--- config.mk ---
export PLATFORM = sky130hd
export DESIGN_NAME = zuse_fp_adder
export DESIGN_NICKNAME = d
export VERILOG_FILES = /design/src/rtl/zuse_fp_pkg.sv /design/src/rtl/zuse_fp_norm.sv /design/src/rtl/zuse_fp_adder.sv
export SDC_FILE = /design/constraint.sdc
export NUM_CORES = 1
export LEC_CHECK = 0
export ABC_AREA = 1
export CAP_MARGIN = 20
export CORE_MARGIN = 2
export CORE_UTILIZATION = 30
export DETAILED_ROUTE_END_ITERATION = 8
export PLACE_DENSITY_LB_ADDON = 0.05
export SLEW_MARGIN = 20
export SYNTH_ARGS = -nofsm -noshare
export SYNTH_HDL_FRONTEND = slang
export SYNTH_HIERARCHICAL = 1
export SYNTH_SLANG_ARGS = --single-unit
--- constraint.sdc ---
create_clock -name clk -period 4 [get_ports clk]
set_input_delay 0.6 -clock clk [delete_from_list [all_inputs] [get_ports clk]]
set_output_delay 0.6 -clock clk [all_outputs]
set_load 0.01 [all_outputs]
--- src/rtl/zuse_fp_pkg.sv ---
// Shared widths, limits and control-state encoding for the Z3-style adder.
package zuse_fp_pkg;
  localparam int EXP_W = 7;
  localparam int MAN_W = 15;
  localparam int EXP_MAX = 63;
  localparam logic [MAN_W-1:0] MAN_ONE = 15'h4000;
  localparam logic [MAN_W-1:0] MAN_MAX = 15'h7FFF;

  typedef enum logic [2:0] {
    IDLE,
    CMP,
    ALIGN,
    ADD,
    NORM
  } state_t;
endpackage

--- src/rtl/zuse_fp_norm.sv ---
// Combinational normalise / optional round / overflow saturation for the NORM step.
// Rounding (half-up on the guard bit) is built only when ZUSE_FP_ROUND_EN is defined.
module zuse_fp_norm
  import zuse_fp_pkg::*;
(
  input  logic [MAN_W:0]   sum_i,
  input  logic [EXP_W-1:0] e_i,
`ifdef ZUSE_FP_ROUND_EN
  input  logic             g_i,
`endif
  output logic [MAN_W-1:0] m_o,
  output logic [EXP_W-1:0] e_o,
  output logic             ovf_o
);
  localparam logic signed [EXP_W+1:0] E_LIM = (EXP_W+2)'(EXP_MAX);

  // Two extra exponent bits so a double increment (carry then round carry) cannot wrap.
  logic signed [EXP_W+1:0] e_w;
  logic [MAN_W-1:0]        m_w;
`ifdef ZUSE_FP_ROUND_EN
  logic                    g_w;
  logic [MAN_W:0]          m_r;
`endif

  always_comb begin
    e_w = {{2{e_i[EXP_W-1]}}, e_i};
    m_w = sum_i[MAN_W-1:0];
`ifdef ZUSE_FP_ROUND_EN
    g_w = g_i;
    m_r = '0;
`endif
    if (sum_i[MAN_W]) begin
      m_w = sum_i[MAN_W:1];
      e_w = e_w + (EXP_W+2)'(1);
`ifdef ZUSE_FP_ROUND_EN
      g_w = sum_i[0];
`endif
    end
`ifdef ZUSE_FP_ROUND_EN
    m_r = {1'b0, m_w} + {{MAN_W{1'b0}}, g_w};
    if (m_r[MAN_W]) begin
      m_w = MAN_ONE;
      e_w = e_w + (EXP_W+2)'(1);
    end else begin
      m_w = m_r[MAN_W-1:0];
    end
`endif
    e_o   = e_w[EXP_W-1:0];
    m_o   = m_w;
    ovf_o = 1'b0;
    if (e_w > E_LIM) begin
      e_o   = EXP_W'(EXP_MAX);
      m_o   = MAN_MAX;
      ovf_o = 1'b1;
    end
  end
endmodule

--- src/rtl/zuse_fp_adder.sv ---
// Multi-cycle adder of two positive floats: CMP, serial ALIGN (1 bit/cycle), ADD, NORM.
// Build option ZUSE_FP_ROUND_EN enables round half-up in NORM; latency is unchanged.
module zuse_fp_adder
  import zuse_fp_pkg::*;
(
  input  logic             clk,
  input  logic             reset,
  input  logic             add,
  input  logic [EXP_W-1:0] reg1_e,
  input  logic [MAN_W-1:0] reg1_m,
  input  logic [EXP_W-1:0] reg2_e,
  input  logic [MAN_W-1:0] reg2_m,
  output logic [EXP_W-1:0] res_e,
  output logic [MAN_W-1:0] res_m,
  output logic             idle,
  output logic             ovf
);
  state_t state_q, state_d;
  logic [EXP_W-1:0] ae_q, ae_d, be_q, be_d, le_q, le_d, res_e_q, res_e_d;
  logic [MAN_W-1:0] am_q, am_d, bm_q, bm_d, lm_q, lm_d, sm_q, sm_d, res_m_q, res_m_d;
  logic [MAN_W:0]   sum_q, sum_d;
  logic [3:0]       cnt_q, cnt_d;
  logic             ovf_q, ovf_d;
`ifdef ZUSE_FP_ROUND_EN
  logic             g_q, g_d;
`endif

  logic [EXP_W:0]   diff, kabs;
  logic [EXP_W-1:0] l_e, s_e, n_e;
  logic [MAN_W-1:0] l_m, s_m, n_m;
  logic [3:0]       k_w;
  logic             n_ovf;

  // Operand ordering: L gets the larger exponent; a zero L with a non-zero S is swapped
  // so the non-zero operand passes through unshifted.
  always_comb begin
    diff = {ae_q[EXP_W-1], ae_q} - {be_q[EXP_W-1], be_q};
    if (!diff[EXP_W]) begin
      l_e = ae_q; l_m = am_q; s_e = be_q; s_m = bm_q; kabs = diff;
    end else begin
      l_e = be_q; l_m = bm_q; s_e = ae_q; s_m = am_q; kabs = -diff;
    end
    if (l_m == '0 && s_m != '0) begin
      l_e = s_e; l_m = s_m; s_m = '0;
    end
    k_w = kabs[3:0];
    if (s_m == '0 || kabs >= (EXP_W+1)'(MAN_W)) begin
      s_m = '0; k_w = '0;
    end
  end

  zuse_fp_norm u_norm (
    .sum_i (sum_q),
    .e_i   (le_q),
`ifdef ZUSE_FP_ROUND_EN
    .g_i   (g_q),
`endif
    .m_o   (n_m),
    .e_o   (n_e),
    .ovf_o (n_ovf)
  );

  always_comb begin
    state_d = state_q;
    ae_d = ae_q; am_d = am_q; be_d = be_q; bm_d = bm_q;
    le_d = le_q; lm_d = lm_q; sm_d = sm_q; cnt_d = cnt_q; sum_d = sum_q;
    res_e_d = res_e_q; res_m_d = res_m_q; ovf_d = ovf_q;
`ifdef ZUSE_FP_ROUND_EN
    g_d = g_q;
`endif
    case (state_q)
      IDLE: if (add) begin
        ae_d = reg1_e; am_d = reg1_m; be_d = reg2_e; bm_d = reg2_m;
        ovf_d = 1'b0;
        state_d = CMP;
      end
      CMP: begin
        le_d = l_e; lm_d = l_m; sm_d = s_m; cnt_d = k_w;
`ifdef ZUSE_FP_ROUND_EN
        g_d = 1'b0;
`endif
        state_d = (k_w == '0) ? ADD : ALIGN;
      end
      ALIGN: begin
        sm_d  = sm_q >> 1;
        cnt_d = cnt_q - 4'd1;
`ifdef ZUSE_FP_ROUND_EN
        g_d = sm_q[0];
`endif
        if (cnt_q == 4'd1) state_d = ADD;
      end
      ADD: begin
        sum_d   = {1'b0, lm_q} + {1'b0, sm_q};
        state_d = NORM;
      end
      NORM: begin
        res_e_d = n_e; res_m_d = n_m; ovf_d = n_ovf;
        state_d = IDLE;
      end
      default: state_d = IDLE;
    endcase
  end

  always_ff @(posedge clk) begin
    if (reset) begin
      state_q <= IDLE;
      ae_q <= '0; am_q <= '0; be_q <= '0; bm_q <= '0;
      le_q <= '0; lm_q <= '0; sm_q <= '0; cnt_q <= '0; sum_q <= '0;
      res_e_q <= '0; res_m_q <= '0; ovf_q <= 1'b0;
`ifdef ZUSE_FP_ROUND_EN
      g_q <= 1'b0;
`endif
    end else begin
      state_q <= state_d;
      ae_q <= ae_d; am_q <= am_d; be_q <= be_d; bm_q <= bm_d;
      le_q <= le_d; lm_q <= lm_d; sm_q <= sm_d; cnt_q <= cnt_d; sum_q <= sum_d;
      res_e_q <= res_e_d; res_m_q <= res_m_d; ovf_q <= ovf_d;
`ifdef ZUSE_FP_ROUND_EN
      g_q <= g_d;
`endif
    end
  end

  assign idle  = (state_q == IDLE);
  assign res_e = res_e_q;
  assign res_m = res_m_q;
  assign ovf   = ovf_q;
endmodule

# Word-level counts from Yosys, hierarchy flattened
# Index checks and enable logic that the tools add are counted.
# op_classes
n_addsub	5
mul	0
n_div	0
n_lt_le_gt_ge	2
eq_ne	7
n_shift	0
mux	23
bitwise	0
reduce_logical	12
# ops
cell	count
2-to-1 mux 15 bit	7
zero test 15 bit	2
case mux 15 bit (2 select lines)	1
2-to-1 mux 7 bit	4
adder 15 x 15 -> 16 bit	1
nonzero test 15 bit	1
case mux 3 bit (4 select lines)	1
> comparator 9 x 7 -> 1 bit (second input constant)	1
2-to-1 mux 9 bit	1
adder 7 x 2 -> 8 bit (second input constant)	1
greater-or-equal comparator 8 x 4 -> 1 bit (second input constant)	1
2-to-1 mux 8 bit	1
negation 8 bit	1
case mux 4 bit (2 select lines)	1
subtractor 7 x 7 -> 8 bit	1
== test 3 x 2 -> 1 bit (second input constant)	2
2-to-1 mux 3 bit	2
AND reduction 2 bit	3
== test 4 x 1 -> 1 bit (second input constant)	1
zero test 4 bit	1
2-to-1 mux 4 bit	1
!= test 2 bit (second input constant)	2
nonzero test 2 bit	2
subtractor 4 x 1 -> 4 bit (second input constant)	1
other kinds (7)	9
# word_totals
ff_bits	127
latchBits	0
ramBits	0
romBits	0
output_inout_bits	24
wordCells	62
mem_count	0

# Longest topological paths before layout
# Gate-level depths: netlist of run 1.
# depth
ltp_word	11
mapped_depth	23
depth_no_buf	23

# Modules after synthesis
# The synthesis of run 1 kept the hierarchy.
# modules_own_cells
module	n_inst	cells_each	area_each_um2	seq_area_each_um2
zuse_fp_adder	1	1008	6785.3	2542.4
zuse_fp_norm	1	101	626.9	0.0

# Worst setup path after synthesis of run 1
# Ideal clock, no wire load.
# synth_timing
kind	flip-flop to flip-flop
startpoint	reg ae_q[0]
endpoint	reg state_q[0]
setup_time_ns	0.128
arrival_time_ns	2.529
t_required_ns	3.872
slack_ns	1.343
path_stages_with_launch	24
path_cell_list	dfxtp_1 inv_1 ha_1 inv_1 fa_1 inv_1 ha_1 inv_1 a21oi_1 nand3_1 nor2_1 nand2_1 nand2_1 nand3_1 nand2_1 nand2_1 nor2_1 nand3_2 inv_1 o31ai_1 nand2_1 nand2_1 nand2_1 nor2_1
# synth_between
elab_chain_len	11
# synth_lines
item	line_no	text
start, declared	zuse_fp_adder.sv:19	logic [EXP_W-1:0] ae_q, ae_d, be_q, be_d, le_q, le_d, res_e_q, res_e_d;
start signal, assigned	zuse_fp_adder.sv:107	ae_q <= '0; am_q <= '0; be_q <= '0; bm_q <= '0;
start signal, assigned	zuse_fp_adder.sv:115	ae_q <= ae_d; am_q <= am_d; be_q <= be_d; bm_q <= bm_d;
subtractor 7 x 7 -> 8 bit (*)	zuse_fp_adder.sv:37	diff = {ae_q[EXP_W-1], ae_q} - {be_q[EXP_W-1], be_q};
parallel branches: the longest is 6 deep, another holds negation 8 bit	-	
2-to-1 mux 4 bit (*)	zuse_fp_adder.sv:47	if (s_m == '0 || kabs >= (EXP_W+1)'(MAN_W)) begin
zero test 4 bit (*)	zuse_fp_adder.sv:82	state_d = (k_w == '0) ? ADD : ALIGN;
2-to-1 mux 1 bit (*)	zuse_fp_adder.sv:82	
case mux 3 bit (4 select lines) (*)	zuse_fp_adder.sv:71	case (state_q)
end signal, assigned	zuse_fp_adder.sv:114	state_q <= state_d;
end, declared	zuse_fp_adder.sv:18	state_t state_q, state_d;
# Mark *: on every way between the ends.
# A chain may end at the register's enable or synchronous reset.

# Worst setup path in the final report of run 1
# layout_timing
startpoint	reg be_q[6]
endpoint	reg sm_q[7]
# layout_between
elab_chain_len	9
# layout_lines
item	line_no	text
start, declared	zuse_fp_adder.sv:19	
start signal, assigned	zuse_fp_adder.sv:107	
start signal, assigned	zuse_fp_adder.sv:115	
subtractor 7 x 7 -> 8 bit (*)	zuse_fp_adder.sv:37	
parallel branches: the longest is 6 deep, another holds negation 8 bit	-	
2-to-1 mux 15 bit (*)	zuse_fp_adder.sv:47	
case mux 15 bit (2 select lines) (*)	zuse_fp_adder.sv:71	
end signal, assigned	zuse_fp_adder.sv:116	le_q <= le_d; lm_q <= lm_d; sm_q <= sm_d; cnt_q <= cnt_d; sum_q <= sum_d;
end, declared	zuse_fp_adder.sv:20	logic [MAN_W-1:0] am_q, am_d, bm_q, bm_d, lm_q, lm_d, sm_q, sm_d, res_m_q, res_m_d;
# Marked as above.

==> results of run 1 <==
[registers in the layout (all words and copies together) (netlist names)]
| signal | cells |
|---|---|
| ae_q | 7 |
| am_q | 15 |
| be_q | 7 |
| bm_q | 15 |
| cnt_q | 4 |
| le_q | 7 |
| lm_q | 15 |
| ovf | 1 |
| res_e | 7 |
| res_m | 15 |
| sm_q | 15 |
| state_q | 3 |
| sum_q | 16 |
[stage by stage]
stage	setup slack, ns	power (mW)	hold WS (ns)	cells	cell area [sq um]
2_1_floorplan	1.34	4.17	0.444	1109	7410
3_3_place_gp	0.442	4.86	0.465	1459	8320
6_report	0.569	6.44	0.470	1491	8930
4_1_cts	0.390	6.50	0.472	1491	8920
5_1_grt	0.144	7.05	0.486	1491	8930
3_5_place_dp	0.421	4.83	0.464	1459	8320
[timing repair]
item / CTS / global route
setup endpoints to repair: 0 / 9
gates resized for setup: 0 / 1
hold endpoints to repair: 0 / 0
[worst register-to-register path, cell delays in order, from the launching register on]
cell,delay [ns]
dfxtp_1,0.32
inv_1,0.06
ha_1,0.37
nand2_2,0.13
inv_1,0.05
a21oi_2,0.19
nand3_2,0.29
nand2_8,0.40
nand2_1,0.11
o21ai_1,0.18
nand3_1,0.12
nor2_1,0.14
nand2_2,0.09
nand2_4,0.27
nand2_2,0.12
nor2_4,0.26
a21oi_1,0.12
nor2_1,0.10
[cells in the mapped netlist (3+ instances only)]
library cell and number:
xnor2_1 4, buf_6 9, clkbuf_1 39, o21ai_0 109, nand2_4 4, dfxtp_1 127, nand3_2 23, nor2_1 119
o211ai_1 3, nor2_4 3, nor3_1 6, nand2_1 253, o21ai_1 12, o22ai_1 12, nand4_1 7, inv_1 106
inv_2 6, a31oi_1 6, xor2_1 9, nand2_2 12, buf_2 6, a21oi_1 119, ha_1 26, nand3_1 68
[logic make-up after synthesis]
group	count (synthesis)	synth area share, %
muxes	2	0.270
buffers and inverters	169	9.82
adders and majority gates	28	4.93
DFF	127	34.3
AOI/OAI and AO/OA	268	18.8
and+or+nand+nor	502	30.3
xor gates and xnor gates	13	1.54
[power by group through the flow]
stage	Combinational [mW]	Sequential (mW)	Clock, mW
after floorplan	2.51	1.66	0
after global placement	3.15	1.71	0
after detailed placement	3.12	1.71	0
after CTS	3.15	1.68	1.67
after global routing	3.61	1.71	1.72
final	3.14	1.68	1.62
[routing by layer]
| metal | share of wire [%] | GRT usage (%) | vias up |
|---|---|---|---|
| met3 | 3.4 | 2.95 | 10 |
| li1 | - | - | 3724 |
| met1 | 53 | 23.8 | 3065 |
| met4 | 0.78 | 3.65 | 0 |
| met5 | 0 | 0 | - |
| met2 | 43 | 25.3 | 119 |
[layout make-up]
class,count,area [sq um]
Clock buffer,19,443
Inverter,112,420
Fill cell,2682,15400
Multi-Input combinational cell,813,4160
Timing Repair Buffer,83,793
Clock inverter,13,161
Sequential cell,127,2540
Tap cell,324,405
[worst paths after layout]
check	startpoint	end	cells past startpoint
worst min register to register	am_q[9]	am_q[9]	2
worst min-delay path	am_q[9]	am_q[9]	2
worst max register to register	be_q[6]	sm_q[7]	17
worst max-delay path	be_q[6]	sm_q[7]	17
==> results.md, run 1 <==
- The total clock buffers created by CTS is 17.
- Measured against its own limit, the worst slew margin works out to a little over two fifths.
- The library cell used most frequently in the layout, excluding fill and tap cells, is nand2_1.
- The number of antenna diodes in the final layout is 0.
- For this run, the top clock speed supported by timing is a little under 0.3 GHz.
- The setup check on the worst reg-to-reg path leaves a slack of roughly 0.57 ns.
- In the post-synthesis netlist, the biggest area contributors are dfxtp_1 34%, nand2_1 13%, a21oi_1 8.0%, o21ai_0 7.4%, nor2_1 6.0%.
- TritonCTS built the clock tree.
- Together, buffers and inverters on the worst path number 2.
- The cell sitting at the root of the clock tree is a clkbuf_16.
- The count of buffers from port buffering is 70.
- Relative to the synthesized area, the layout overhead comes to 20.5%.
- Once the floorplan was initialized, standard cells occupied 30.5% of the core.
- The core area is 0.0243 sq mm.
- The hold buffer count at CTS is 0.
- The critical path is of the reg2reg type.
- The clock latency on the worst-skew pair is 0.42 ns.
- Detailed placement finished with a half-perimeter wire length of about 15000 um.
- The top cell types in the final layout, fill and taps aside, are 252 x nand2_1, 127 x dfxtp_1, 119 x nor2_1, 119 x a21oi_1, 109 x o21ai_0.
- The aggregate negative setup slack is 0 ns.
- The number of max-slew violations in the final report was 0.
- The share of the cycle needed by the critical path after routing is 85.8%.
- In this run the remaining antenna-violating nets after routing total 0.
- The final estimated routing congestion in global placement is 0.771.
- Cell internal power was estimated by the tool at ~3.5 mW.
- In this run the horizontal extent of the chip is 161 um.
- The number of synthesized flops with an enable pin is 0.
- 71 I/O pins were placed.
- For this run, the register share of the synthesized area comes to 34.3%.
- The clock sink count is 127.
- The run finished with clean final reports.
- The violation count after the first detailed-routing iteration is 469.
- The total DRC errors in the routed layout is 0.
- The worst setup path is launched from a flop.
- The worst-path maximum fanout is 70.
- The initial antenna violation count is 0.
- The worst setup path is captured at a flop.
- The number of buffers inserted by post-CTS setup repair is 0.
- For this run, the number of Yosys warnings is 6.
- After clock tree synthesis, the clock-pin slew on the worst setup and hold paths is 0.06 ns.
- The share of total power dissipated in sequential elements is 26.1%.
- The synthesized design spends more area on one cell type than any other, namely dfxtp_1.
- The total power density per cell area is 721 mW/mm^2.
- The total number of H-tree levels is 4.
- The first global-routing pass estimated 34600 um of wire.
- The proportion of netlist area held by the largest area contributor is 34.3%.
- In this run the deepest clock path goes through 2 buffers.
- The data arrival time of the worst path is 3.78 ns.
- The number of distinct library cell variants in the gate-level netlist after synthesis is 38.
- The final count of hold timing violations is 0.
- The share of final-layout standard cells stronger than drive strength 1 is 8.91%.
- Traced cell by cell, the critical path runs through inv_1, ha_1, nand2_2, inv_1, a21oi_2, nand3_2, nand2_8, nand2_1, o21ai_1, nand3_1, nor2_1, nand2_2, nand2_4, nand2_2, nor2_4, a21oi_1, nor2_1.
- The net count after synthesis is roughly 1200.
- STA puts the critical path data required time at between 4 and 5 ns.
- The maximum number of pins on one net before global-route repair is 73.
- The worst-case IR drop observed on VDD is 0.308 mV.
- Across the run, the number of max-cap violations was 0.
- The average wire per standard cell is 13.9 um.
- The via count of the first global-routing pass came to 6517.
- The final route contains 6918 vias.
- Summed over all cells, the static leakage comes to around 4.1 nW.
- A synthesized cell averages 6.68 sq um.
- In the synthesized netlist, the number of instances is 1109.
- Clock skew on the completed layout was measured at 0.0116 ns.
- The total die area is 0.0260 sq mm.
- The post-detailed-route via-to-cell ratio is 4.64.
- For this run, the post-layout net count is 1229.
- The total global routing track utilization is 16.4%.
- The clock period minus worst slack is 3.43 ns.
- Counting stages on the worst path, the most repeated cell is nand2_2.
- After synthesis the cells add up to 0.00741 sq mm.
- The clock network power share is 25.2%.
- The synthesized design contains about 130 register bits.
- The share of the core filled with cells in the final layout is 36.7%.
- The kind of cell adding the most delay to the critical path is simple AND/OR/NAND/NOR gates.
- The share of flip-flops with an asynchronous set or reset after synthesis is 0%.
- The remaining global-route overflow is 0.
- The power dissipated by switching net loads is a little under 3 mW.
- In this run the vertical extent of the chip is 161 um.
- The classification of the worst-slack hold path is reg2reg.
- The final wirelength is 20800 um.
- Among all flip-flop cells after synthesis, the most frequent one is dfxtp_1.
- At the pin with the least slew margin, the transition time is 0.840 ns.
- The cell with the biggest individual delay on the critical path is nand2_8.
- The combinational power share is 48.7%.
- The number of failing setup endpoints in the final timing report is 0.
- Setup repair after global routing left no endpoint under its margin.
- Before antenna repair, the detailed router went through 5 iterations.
- The number of cell rows is between 50 and 60.
- The delay contributed by the slowest stage of the critical path is 0.40 ns.
- The switching part of the total power is 45.9%.
No activity file was read; power rests on OpenSTA's default activity.
==> run 2: changes to the inputs <==
--- a/config.mk
+++ b/config.mk
@@ -6,10 +6,12 @@
 export NUM_CORES = 1
 export LEC_CHECK = 0
 export ABC_AREA = 1
+export ABC_CLOCK_PERIOD_IN_PS = 2900
 export CAP_MARGIN = 20
 export CORE_MARGIN = 2
 export CORE_UTILIZATION = 30
 export DETAILED_ROUTE_END_ITERATION = 8
+export GPL_TIMING_DRIVEN = 0
 export PLACE_DENSITY_LB_ADDON = 0.05
 export SLEW_MARGIN = 20
 export SYNTH_ARGS = -nofsm -noshare
==> constraint.sdc (replaced) <==
create_clock -name clk -period 2.9 [get_ports clk]
set_input_delay 0.435 -clock clk [delete_from_list [all_inputs] [get_ports clk]]
set_output_delay 0.435 -clock clk [all_outputs]
set_load 0.01 [all_outputs]
==> results.md, run 2 (synthesis results as in run 1) <==
- The initial antenna violation count is 0.
- The first global-routing pass estimated 37100 um of wire.
- The share of the cycle needed by the critical path after routing is 98.4%.
- The via count is 7278.
- The layout net count is 1303.
- The cell at the root of the clock tree is clkbuf_16.
- The clock passes through at most 2 buffers.
- The nature of the critical path startpoint is a flop.
- The register with the most flip-flops in the layout has 16 of them.
- Between clock sinks in the finished design, the worst skew comes to 0.00954 ns.
- The instance area after placement is 0.00851 sq mm.
- Clock tree synthesis inserted a total of 17 buffers.
- The violation count after the first detailed-routing iteration is 363.
- For the finished layout, the period the worst path requires is 2.85 ns.
- The number of maximum-capacitance constraint violations is 0.
- The TritonCTS clock tree is yes.
- The final estimated routing congestion in global placement is 0.810.
- The most common library cell in the layout ignoring fill and taps is nand2_1.
- At the pin with the least slew margin, the transition time is between 0.8 and 0.9 ns.
- The total power is roughly 11 mW.
- The first detailed-routing pass ran for 5 iterations.
- In the layout the commonest cells are 227 x nand2_1, 117 x dfxtp_1, 108 x nor2_1.
- The half-perimeter wire length after detailed placement is between 15000 and 20000 um.
- The initial utilization of the core area, before any placement, comes to 30.5%.
- The clock net in this run drives a total of 127 sinks.
- In this run the count of I/O pins placed on the die edge is 71.
- The number of max-slew violations in the final report is 0.
- For this run, the total global-route usage over all layers was measured as between 10% and 20%.
- The core area is between 0.02 and 0.025 sq mm.
- The critical path endpoint category is a flop.
- The critical path in this run is classified as reg2reg.
- The H-tree was split into 4 levels.
- The post-detailed-route via-to-cell ratio is 4.65.
- For the worst setup path, the data arrival time is between 3 and 4 ns.
- More flip-flops sit in one register than any other, and that register is sum_q.
- Summed over all failing endpoints, the final setup total negative slack is 0 ns.
- Once detail routing completed, the nets flagged for antenna violations numbered 0.
- Setup violations remaining at the end of the flow were counted as 0.
- For this block, the routed nets add up to 23500 um of wire.
- The data required time at the worst endpoint is 3.25 ns.
- In this run the core area contains 57 standard-cell rows.
- The maximum number of pins on one net before global-route repair is 17.
- The min-delay analysis places its worst path in the category reg2reg.
- Headroom to the max-slew limit came out at 43.7%.
- Setup repair after global routing could not meet its margin everywhere.
- The count of buffers from port buffering is 69.
- The clock latency on the worst-skew pair is 0.42 ns.
- The final count of hold timing violations came to 0.
- Dividing the detail-routed wire length by the instance count gives 15.1 um.
- The worst-path maximum fanout is 5.
- The number of filler instances in the final layout is around 2700.
- The share of final-layout standard cells stronger than drive strength 1 is a little under a fifth.
- Hold timing on the final database bottoms out at a slack of 0.469 ns.
- IR analysis of the VDD net gives a maximum drop of 0.498 mV.
- The remaining global-route overflow is 0.
- The run finished with clean final reports.
- The maximum clock frequency is 0.350 GHz.
- For this run, design rule violations remaining after detail routing come to 0.
- The clock edge transition at the registers on the reported setup and hold paths is roughly 0.06 ns.
- The total die area is 0.0260 sq mm.
- The static power due to leakage is between 4 and 5 nW.
- The number of antenna diodes in the final layout is 0.
- The area added between synthesis and finish is 34.4%.
- The via count of the first global-routing pass is 6992.
- The floorplan step set the die width to 161 um.
- The design area is 0.00996 sq mm.
- In this run the vertical extent of the chip is 161 um.
- The total power density per cell area is approximately 1100 mW/mm^2.
run 2: cell count changes in the layout (fill, tap and decap cells not counted), sizes merged:
cell    change
bufinv      -1
clkinv      +2
buf        +29
nand2       +1
inv         -1
clkbuf     +43
run 2: path summary, 6_finish.rpt:
kind	from	to	slack, ns	cells after the start
worst min register to register	lm_q[10]	lm_q[10]	0.47	2
worst min-delay path	lm_q[10]	lm_q[10]	0.47	2
worst max register to register	ae_q[0]	sm_q[10]	0.05	21
worst max-delay path	ae_q[0]	sm_q[10]	0.05	21
run 2: final cells by class:
type                       count  area [sq um]  area share [%]
timing repair buffer          99          1010            10.2
buffer                        57           359            3.61
inverter                     112           430            4.32
multi-input combinational    814          4620            46.4
clock buffer                  18           439            4.41
clock inverter                13           140            1.41
tap                          324           405            4.07
sequential                   127          2550            25.7
run 2: where the power goes:
group	internal [mW]	leakage, nW	total [mW]	switching, mW
Combinational	2.67	3.08	6.67	4.00
Clock	1.28	0.274	2.15	0.867
Sequential	2.08	1.04	2.35	0.265
Total	6.04	4.39	11.2	5.13
run 2: routing by layer:
metal / vias to the layer above / track usage [%] / part of all wire (%)
met5: - / 0 / 0
met4: 0 / 4.46 / 1.2
met3: 13 / 3.03 / 3.1
met2: 121 / 30.1 / 46
met1: 3257 / 24.5 / 49
li1: 3887 / - / -
run 2: metrics by stage:
stage / cells / setup slack (ns) / utilization, %
2_1_floorplan: 1109 / 0.243 / -
3_3_place_gp: 1502 / -0.303 / 35.0
3_5_place_dp: 1502 / -0.286 / 35.0
4_1_cts: 1539 / -0.0156 / 38.2
5_1_grt: 1564 / -0.144 / 41.0
6_report: 1564 / 0.0464 / 41.0
run 2: timing repair:
| action | 4_1_cts | 5_1_grt |
|---|---|---|
| endpoints found under the hold margin | 0 | 0 |
| setup buffers | 6 | 18 |
| gates cloned | 0 | 7 |
| resized for setup | 35 | 126 |
| pin swaps | 9 | 37 |
| endpoints found under the setup margin | 41 | 41 |
| hold buffers | 0 | 0 |
run 2: critical path, stage by stage (launching register included):
cell	delay (ns)
dfxtp_2	0.32
inv_2	0.08
ha_4	0.14
inv_4	0.03
fa_1	0.48
inv_2	0.11
ha_4	0.15
inv_4	0.03
a21oi_4	0.11
nand3_2	0.12
nor2_2	0.13
nand2_2	0.06
nand2_1	0.05
nand3_1	0.06
nand2_1	0.09
nand2_2	0.07
nor2_4	0.11
nand3_4	0.13
nor2_4	0.20
buf_6	0.16
a21oi_2	0.05
nor2_1	0.09
==> run 3: changes to the inputs <==
--- a/config.mk
+++ b/config.mk
@@ -8,8 +8,10 @@
 export ABC_AREA = 1
 export ABC_CLOCK_PERIOD_IN_PS = 2900
 export CAP_MARGIN = 20
+export CELL_PAD_IN_SITES_DETAIL_PLACEMENT = 1
+export CELL_PAD_IN_SITES_GLOBAL_PLACEMENT = 2
 export CORE_MARGIN = 2
-export CORE_UTILIZATION = 30
+export CORE_UTILIZATION = 29
 export DETAILED_ROUTE_END_ITERATION = 8
 export GPL_TIMING_DRIVEN = 0
 export PLACE_DENSITY_LB_ADDON = 0.05
@@ -18,3 +20,4 @@
 export SYNTH_HDL_FRONTEND = slang
 export SYNTH_HIERARCHICAL = 1
 export SYNTH_SLANG_ARGS = --single-unit
+export TNS_END_PERCENT = 50
==> results.md, run 3 (synthesis results as in run 1) <==
- The worst-path maximum fanout is 8.
- The data arrival time of the worst path is 3.23 ns.
- The width of the die is around 160 um.
- The final count of hold timing violations is 0.
- Fill cells in the final layout number 3146.
- The nature of the critical path startpoint is a flop.
- Data on the critical path is required at its endpoint by approximately 3.2 ns.
- The maximum number of pins on one net before global-route repair is 17.
- The cell count of the worst hold path is 2.
- In the finished design, the share of the clock period the worst path needs comes to 101%.
- The flow ran to the end, but the final reports show violations.
- Summed over all failing endpoints, the final setup total negative slack is -0.0214 ns.
- The clock latency on the worst-skew pair is 0.43 ns.
- The clock drives between 100 and 150 sinks.
- The maximum clock frequency is between 0.3 and 0.4 GHz.
- The worst setup margin is -0.0214 ns.
- In this run the vertical extent of the chip is 164 um.
- The total number of H-tree levels is 4.
- The number of flip-flops in the largest register is 16.
- The register-to-register setup slack is -0.02 ns.
- The routed design could run at a clock period as short as 2.92 ns.
- After detailed routing, the average wire length per cell comes to ~16 um.
- The cell at the root of the clock tree is clkbuf_16.
- The initial utilization of the core area, before any placement, comes to 29.5%.
- The violation count after the first detailed-routing iteration is 283.
- The congestion estimate from routability-driven global placement came to roughly 0.82.
- The initial antenna violation count is 0.
- The number of max-slew violations in the final report is 0.
- Compared with the post-synthesis result, the final layout area differs by 38.8%.
- The worst pin sits at a relative slew slack of 39.7%.
- The detailed-router iteration count before antenna repair is 6.
- The number of clock buffers added by TritonCTS is 17.
- The TritonCTS clock tree is yes.
- The number of buffers on the longest clock path is 2.
- The classification of the worst setup path is reg2reg.
- The final layout contains 1319 nets.
- The most common library cell in the layout ignoring fill and taps is nand2_1.
- The worst hold path belongs to the class reg2reg.
- The startpoint identified for the worst hold timing path is am_q[9].
- Across the run, the number of max-cap violations was 0.
- The static power due to leakage is 4.61 nW.
- The clock edge transition at the registers on the reported setup and hold paths is 0.06 ns.
- The via count is about 7600.
- The worst-case hold path end point is am_q[9].
- The depth of the worst register-to-register path is 22.
- The via count of the first global-routing pass is around 7500.
- The count of buffers from port buffering is 69.
- On the final layout, the worst clock skew is 0.0150 ns.
- The global-route wire length before repair is between 40000 and 50000 um.
- The total power density per cell area is roughly 1200 mW/mm^2.
- The post-detailed-route via-to-cell ratio is about 4.8.
- The initialized floorplan defines 58 standard-cell rows.
- The peak supply drop is roughly 0.53 mV.
- The checks that failed: setup timing.
- The final wirelength is roughly 26000 um.
- The number of failing setup endpoints in the final timing report is 1.
- The final hold slack is roughly 0.47 ns.
- The critical path endpoint category is a flop.
- Setup repair after global routing could not meet its margin everywhere.
- The total DRC errors in the routed layout is 0.
- Detailed placement finished with a half-perimeter wire length of 19500 um.
- The number of inserted diodes is 0.
- Summed over all layers, the global routing overflow is 0.
- Of the cells placed in the final design, the portion with a size suffix greater than 1 is 21.8%.
- Global routing consumed, over all layers together, 19.5% of the routing resources.
- The worst register-to-register path begins at be_q[5].
- The slew of the pin with the lowest slew margin is 0.898 ns.
- The number of top-level pins is 71.
- The register containing the most flip-flops in the final layout is sum_q.
- The floorplan step defined a die boundary enclosing 0.0269 sq mm.
- The terminus of the critical flop-to-flop path is lm_q[14].
- In this run the remaining antenna-violating nets after routing total 0.
- After floorplanning, the core was sized to cover about 0.025 sq mm.
- Leaving out fill and tap cells, the most frequent cells in the layout are 197 x nand2_1, 119 x dfxtp_1, 107 x nor2_1.
run 3: changes by cell type in the layout (fill, tap and decap cells not counted), sizes merged:
cell and delta:
clkinvlp -3, nand2 -1, clkinv +1, bufinv +1, inv -1, clkbuf +1
buf +19
run 3: critical path, cell delays in order (launching register included):
cell       delay, ns
dfxtp_2         0.33
inv_2           0.05
ha_4            0.26
nand2_4         0.10
inv_2           0.05
a21oi_4         0.24
nand2_2         0.12
nand2_4         0.11
nand2_8         0.08
buf_12          0.16
nand2_2         0.08
nand2_4         0.07
nor2_2          0.10
nand2_1         0.06
nor2_2          0.11
nand2_2         0.11
nand2_8         0.16
buf_12          0.14
clkinv_16       0.08
nand2_4         0.05
nand4_1         0.12
o211ai_1        0.14
inv_1           0.05
run 3: report_power, final:
group | switching [mW] | internal [mW] | total (mW)
registers | 0.286 | 2.08 | 2.37
clock network | 0.840 | 1.35 | 2.19
logic | 4.33 | 2.99 | 7.32
run 3: worst max path at each step:
stage                       start          to  slack [ns]  cells after the start
after CTS                 be_q[4]     lm_q[5]       0.003                     20
after global routing      be_q[5]    lm_q[14]       -0.16                     22
after detailed placement  ae_q[0]  state_q[0]       -0.38                     23
final                     be_q[5]    lm_q[14]       -0.02                     22
after global placement    ae_q[0]  state_q[0]       -0.35                     23
after floorplan           ae_q[0]  state_q[0]        0.24                     23
run 3: per-layer routing:
metal	share of wire [%]	routed length (um)	vias to the layer above	GRT usage [%]
met4	2.2	565	0	5.02
li1	-	-	3912	-
met3	2.2	579	30	2.93
met1	48	12500	3572	26.1
met5	0	0	-	0
met2	48	12400	93	32.9
run 3: metrics by stage:
stage / utilization [%] / power, mW / setup slack [ns] / std cells / instance area, sq um
global route: 41.0 / 12.8 / -0.158 / 1587 / 10300
global placement: 33.9 / 7.26 / -0.351 / 1508 / 8520
floorplan: - / 5.76 / 0.243 / 1109 / 7410
CTS: 37.9 / 10.4 / 0.00260 / 1559 / 9520
finish: 41.0 / 11.9 / -0.0214 / 1587 / 10300
detailed placement: 33.9 / 7.29 / -0.377 / 1508 / 8520
run 3: area by class of cell:
| type | count | area, sq um | share of cell area, % |
|---|---|---|---|
| repair buffers | 116 | 1160 | 11.2 |
| inverters | 112 | 454 | 4.41 |
| well taps | 330 | 413 | 4.01 |
| clock inverters | 11 | 140 | 1.36 |
| plain buffers | 57 | 367 | 3.56 |
| flip-flops and latches | 127 | 2550 | 24.8 |
| multi-input cells | 813 | 4770 | 46.3 |
| clock buffers | 21 | 440 | 4.28 |
run 3: timing repair:
item	4_1_cts	5_1_grt
gates resized for setup	66	145
endpoints found under the setup margin	41	41
gates cloned	1	3
buffers inserted	18	25
pin swaps	23	70
hold buffers	0	0
